### src/rtl/pipe_ctrl_pkg.sv
// Shared constants and types for the pipeline control block.
package pipe_ctrl_pkg;

    // Control FSM states: normal issue, or waiting on a multi-cycle EX op.
    typedef enum logic {
        RUN     = 1'b0,
        MC_WAIT = 1'b1
    } state_t;

    // Default number of MC_WAIT cycles before the wait is abandoned.
    localparam logic [15:0] TIMEOUT_DEF = 16'd1024;

    // Bubble contents: all-zero word, register x0.
    localparam logic [31:0] ZERO_WORD = 32'h0000_0000;
    localparam logic [4:0]  ZERO_REG  = 5'd0;

endpackage

### src/rtl/pipe_ctrl_hazard_det.sv
// Load-use hazard compare between the load in EX and the sources read in ID.
module hazard_det
    import pipe_ctrl_pkg::*;
(
    input  logic [4:0] rs1_addr,
    input  logic [4:0] rs2_addr,
    input  logic [4:0] rd_addr,
    input  logic       is_load,
    input  logic       reg_wen,
    output logic       load_use
);

    logic rs1_hit;
    logic rs2_hit;

    // x0 is never a real dependency, on either side of the compare.
    always_comb begin
        rs1_hit  = (rs1_addr != ZERO_REG) && (rs1_addr == rd_addr);
        rs2_hit  = (rs2_addr != ZERO_REG) && (rs2_addr == rd_addr);
        load_use = is_load && reg_wen && (rd_addr != ZERO_REG) && (rs1_hit || rs2_hit);
    end

endmodule

### src/rtl/pipe_ctrl.sv
// Pipeline control: redirects on jumps, stalls on load-use and multi-cycle
// EX operations, counts stall/flush cycles and flags a stuck multi-cycle op.
module pipe_ctrl
    import pipe_ctrl_pkg::*;
#(
    parameter logic [15:0] TIMEOUT = TIMEOUT_DEF,
    parameter int          CNT_W   = 32
) (
    input  logic             clk,
    input  logic             rst_n,
    input  logic [4:0]       id_rs1_addr_i,
    input  logic [4:0]       id_rs2_addr_i,
    input  logic [4:0]       ex_rd_addr_i,
    input  logic             ex_reg_wen_i,
    input  logic             ex_is_load_i,
    input  logic             ex_jump_en_i,
    input  logic [31:0]      ex_jump_addr_i,
    input  logic             ex_busy_req_i,
    input  logic             ex_busy_done_i,
    output logic             jump_en_o,
    output logic [31:0]      jump_addr_o,
    output logic             hold_pc_o,
    output logic             hold_if_id_o,
    output logic             hold_id_ex_o,
    output logic             flush_if_id_o,
    output logic             flush_id_ex_o,
    output logic [CNT_W-1:0] stall_cnt_o,
    output logic [CNT_W-1:0] flush_cnt_o,
    output logic             timeout_o
);

    state_t      state;
    state_t      next_state;
    logic [15:0] wait_cnt;
    logic        load_use;
    logic        timeout_fire;

    hazard_det u_hazard_det (
        .rs1_addr (id_rs1_addr_i),
        .rs2_addr (id_rs2_addr_i),
        .rd_addr  (ex_rd_addr_i),
        .is_load  (ex_is_load_i),
        .reg_wen  (ex_reg_wen_i),
        .load_use (load_use)
    );

    // Next state and all control outputs; everything is quiet while in reset.
    always_comb begin
        next_state    = state;
        jump_en_o     = 1'b0;
        jump_addr_o   = ZERO_WORD;
        hold_pc_o     = 1'b0;
        hold_if_id_o  = 1'b0;
        hold_id_ex_o  = 1'b0;
        flush_if_id_o = 1'b0;
        flush_id_ex_o = 1'b0;
        timeout_fire  = 1'b0;
        if (rst_n) begin
            case (state)
                RUN: begin
                    if (ex_jump_en_i) begin
                        // A taken jump wins over a busy request, which is squashed.
                        jump_en_o     = 1'b1;
                        jump_addr_o   = ex_jump_addr_i;
                        flush_if_id_o = 1'b1;
                        flush_id_ex_o = 1'b1;
                    end else if (ex_busy_req_i) begin
                        hold_pc_o    = 1'b1;
                        hold_if_id_o = 1'b1;
                        hold_id_ex_o = 1'b1;
                        next_state   = MC_WAIT;
                    end else if (load_use) begin
                        hold_pc_o     = 1'b1;
                        hold_if_id_o  = 1'b1;
                        flush_id_ex_o = 1'b1;
                    end
                end
                MC_WAIT: begin
                    if (ex_busy_done_i) begin
                        next_state = RUN;
                    end else if (wait_cnt == TIMEOUT - 16'd1) begin
                        // Give up on the stuck op and let the pipe move again.
                        timeout_fire = 1'b1;
                        next_state   = RUN;
                    end else begin
                        hold_pc_o    = 1'b1;
                        hold_if_id_o = 1'b1;
                        hold_id_ex_o = 1'b1;
                    end
                end
                default: next_state = RUN;
            endcase
        end
    end

    // State register.
    always_ff @(posedge clk or negedge rst_n) begin
        if (!rst_n) begin
            state <= RUN;
        end else begin
            state <= next_state;
        end
    end

    // Wait counter: held at zero in RUN so each MC_WAIT visit starts from 0.
    always_ff @(posedge clk or negedge rst_n) begin
        if (!rst_n) begin
            wait_cnt <= '0;
        end else if (state == RUN) begin
            wait_cnt <= '0;
        end else begin
            wait_cnt <= wait_cnt + 16'd1;
        end
    end

    // Sticky timeout flag.
    always_ff @(posedge clk or negedge rst_n) begin
        if (!rst_n) begin
            timeout_o <= 1'b0;
        end else if (timeout_fire) begin
            timeout_o <= 1'b1;
        end
    end

    // Performance counters, free-running and wrapping.
    always_ff @(posedge clk or negedge rst_n) begin
        if (!rst_n) begin
            stall_cnt_o <= '0;
            flush_cnt_o <= '0;
        end else begin
            if (hold_pc_o) begin
                stall_cnt_o <= stall_cnt_o + 1'b1;
            end
            if (flush_id_ex_o) begin
                flush_cnt_o <= flush_cnt_o + 1'b1;
            end
        end
    end

endmodule

### config.mk
export PLATFORM = sky130hd
export DESIGN_NAME = pipe_ctrl
export DESIGN_NICKNAME = d
export VERILOG_FILES = /design/src/rtl/pipe_ctrl_pkg.sv /design/src/rtl/pipe_ctrl_hazard_det.sv /design/src/rtl/pipe_ctrl.sv
export SDC_FILE = /design/constraint.sdc
export NUM_CORES = 1
export LEC_CHECK = 0
export ABC_AREA = 1
export BUFFER_PORTS_ARGS = -buffer_cell sky130_fd_sc_hd__buf_2
export CAP_MARGIN = 20
export CORE_MARGIN = 2
export CORE_UTILIZATION = 40
export DETAILED_ROUTE_END_ITERATION = 6
export PLACE_DENSITY_LB_ADDON = 0.08
export SYNTH_ARGS = -nofsm -noshare
export SYNTH_HDL_FRONTEND = slang
export SYNTH_HIERARCHICAL = 1
export SYNTH_SLANG_ARGS = --single-unit
### constraint.sdc
create_clock -name clk -period 2 [get_ports clk]
set_input_delay 0.3 -clock clk [delete_from_list [all_inputs] [get_ports clk]]
set_output_delay 0.3 -clock clk [all_outputs]
set_load 0.1 [all_outputs]
==> impl_metrics.ini <==
[sta]
fin_skew_ns = 0.00472
grt_setup_unrepaired = true
slew_headroom_pct = 61.8
finalHoldViolations = 0
period_share_pct = 103
fin_ws_ns = -0.0670
worstMarginPinSlew_ns = 0.572
setup_viol = 3
fmax_mhz = 484
period_needed_ns = 2.07
final_max_slew_viol_count = 0

[layout]
syn2layout_area_growth_pct = 40.2
postLayoutCoreUtil_pct = 57.7
n_fill_cell = 1305
diodes = 0
nNetsFinal = 1104
drive_above_1_share_pct = 27.1
final_common_cell = nand2_1
layout_common_cells = nand2_1 (369), nor2_1 (121), buf_2 (117), inv_1 (82), dfrtp_1 (69)

[flow_run]
cap_violations = 0

[clocking]
clk_pin_slew_ns = 0.06
root_buffer = clkbuf_16
clock_tree.buffer_depth = 2
clock_latency_ns = 0.35
cts.sinks = 82
cts_max_level = 3
cts_tree = done
cts_buffers = 9

[routing]
drc = 0
dr.pass1.iters = 4
num_vias = 5730
drt_iter0_markers = 307
ant_nets = 0
vias_per_cell = 4.67
routedWlPerCell_um = 12.6
drt-total-wl_um = 15500

[grt]
grt_pass1_wl_um = 26100
overflow = 0
antenna_found_initial = 0
grt_max_degree = 46
grtUsageTotal_pct = 22.3
first_global_vias = 5475

[status]
violations = setup timing
status = complete, but fails checks

[worst_setup_path]
critPathArrivalTime_ns = 1.77
critPathKind = reg -> out
critPathLaunchType = flop
critPathMaxFanout = 6
required_ns = 1.70
end_kind = primary output

[placed_design]
portBuffers = 156
gp_congestion = 0.903
pre_cts_ws_ns = -0.0681
place_hpwl_um = 12000

[floorplan]
start_util_pct = 41.1
fp.dieW_um = 121
row_count = 42
dieArea_um2 = 14700
io_pins = 157
core_um2 = 13300
fp.dieH_um = 121

[yosys]
syn_avg_cell_area_um2 = 6.36
ys_ff_latch = 82
synth_cell_types = 32
yosysSeqAreaShare_pct = 37.4
syn-cell-area_um2 = 5490
yosysWarnings = 6
syn-num-nets = 920
synthesis.instances = 863

[power_and_ir_drop]
p_leak_nw = 3.94
irDropWorstVdd_mv = 0.945
cellPowerDensity_nw_per_um2 = 717

[worst_hold_path]
hold_class = in -> async
## stage by stage
step | area [um2] | setup TNS [ns] | total power, W | cells | hold WS [ns]
after detailed placement | 7160 | -0.178 | 0.00379 | 1198 | 0.168
after global routing | 7700 | -0.435 | 0.00578 | 1227 | 0.0352
after CTS | 7560 | -0.419 | 0.00556 | 1218 | 0.0120
final | 7700 | -0.155 | 0.00552 | 1227 | 0.0193
after global placement | 7160 | -0.106 | 0.00378 | 1198 | 0.166
after floorplan | 5520 | -12.60 | 0.00328 | 863 | 0.00441
## worst max-delay path, stage by stage (launching register included)
cell and delay (ns):
dfrtp_1 0.38, ha_2 0.19, nand2_2 0.06, inv_2 0.05, nand2_4 0.06, nor2_4 0.05, nand2_4 0.07, nand2_4 0.07
a21oi_4 0.16, buf_12 0.14, buf_12 0.17
## path summary, 6_finish.rpt
path	startpoint	endpoint	slack, ns	depth (start not counted)
setup reg to reg	wait_cnt[0]	stall_cnt_o[23]	0.25	13
hold / removal	rst_n	stall_cnt_o[4]	0.02	2
setup / recovery	wait_cnt[0]	hold_pc_o	-0.07	10
hold reg to reg	timeout_o	timeout_o	0.47	1
max in group asynchronous	rst_n	flush_cnt_o[1]	1.13	3
min in group clk	ex_busy_done_i	timeout_o	0.27	4
## registers in the layout (all words and copies together), names as in the netlist
signal / cells
stall_cnt_o: 32
timeout_o: 1
state: 1
flush_cnt_o: 32
wait_cnt: 16
## kinds of logic (layout without fill, tap and decap cells)
family	Yosys count	after routing	synth area share, %
compound gates	28	28	2.78
xor+xnor	26	26	4.15
fa+ha+maj	3	3	0.684
buf+inv	108	296	8.11
flops	82	82	37.4
simple gates	616	616	46.9
## cell type report
type	instances	area [um2]	share of cell area, %
repair buffers	189	1650	21.4
flip-flops and latches	82	2070	26.9
multi-input cells	673	3110	40.4
clock buffers	13	270	3.51
clock inverters	2	35.0	0.455
well taps	176	220	2.86
inverters	92	352	4.57
## timing repair
action,4_1_cts,5_1_grt
hold buffers,1,0
endpoints found under the hold margin,7,0
buffers inserted,4,9
gates resized for setup,17,27
pin swaps,5,7
setup endpoints to repair,38,36
## power breakdown
group | internal (W) | switching, W | leakage (nW)
Clock | 0.00106 | 0.000653 | 0.152
Sequential | 0.00178 | 0.000129 | 1.11
Combinational | 0.000468 | 0.00143 | 2.68
Total | 0.00330 | 0.00222 | 3.94
## Yosys cell counts (all sizes together)
| library cell | number | area share (%) |
|---|---|---|
| a21oi | 11 | 1.1 |
| and2 | 1 | 0.11 |
| buf | 14 | 1.7 |
| clkbuf | 2 | 0.14 |
| dfrtp | 82 | 37 |
| ha | 3 | 0.68 |
| inv | 92 | 6.3 |
| nand2 | 379 | 26 |
| nand3 | 23 | 2.2 |
| nand3b | 31 | 4.2 |
| nand4 | 10 | 1.3 |
| nor2 | 164 | 12 |
| nor3 | 6 | 0.55 |
| nor3b | 1 | 0.14 |
| o21ai | 15 | 1.4 |
| o21bai | 2 | 0.27 |
| or2 | 1 | 0.11 |
| xnor2 | 16 | 2.6 |
| xor2 | 10 | 1.6 |
## per-layer routing
metal | up-vias | global-route usage, % | share of wire [%]
met3 | 24 | 4.42 | 4.5
li1 | 3004 | - | -
met2 | 141 | 38.2 | 49
met4 | 0 | 7.90 | 2.5
met1 | 2561 | 27.8 | 44
met5 | - | 0 | 0
(Power assumes the default switching activity.)
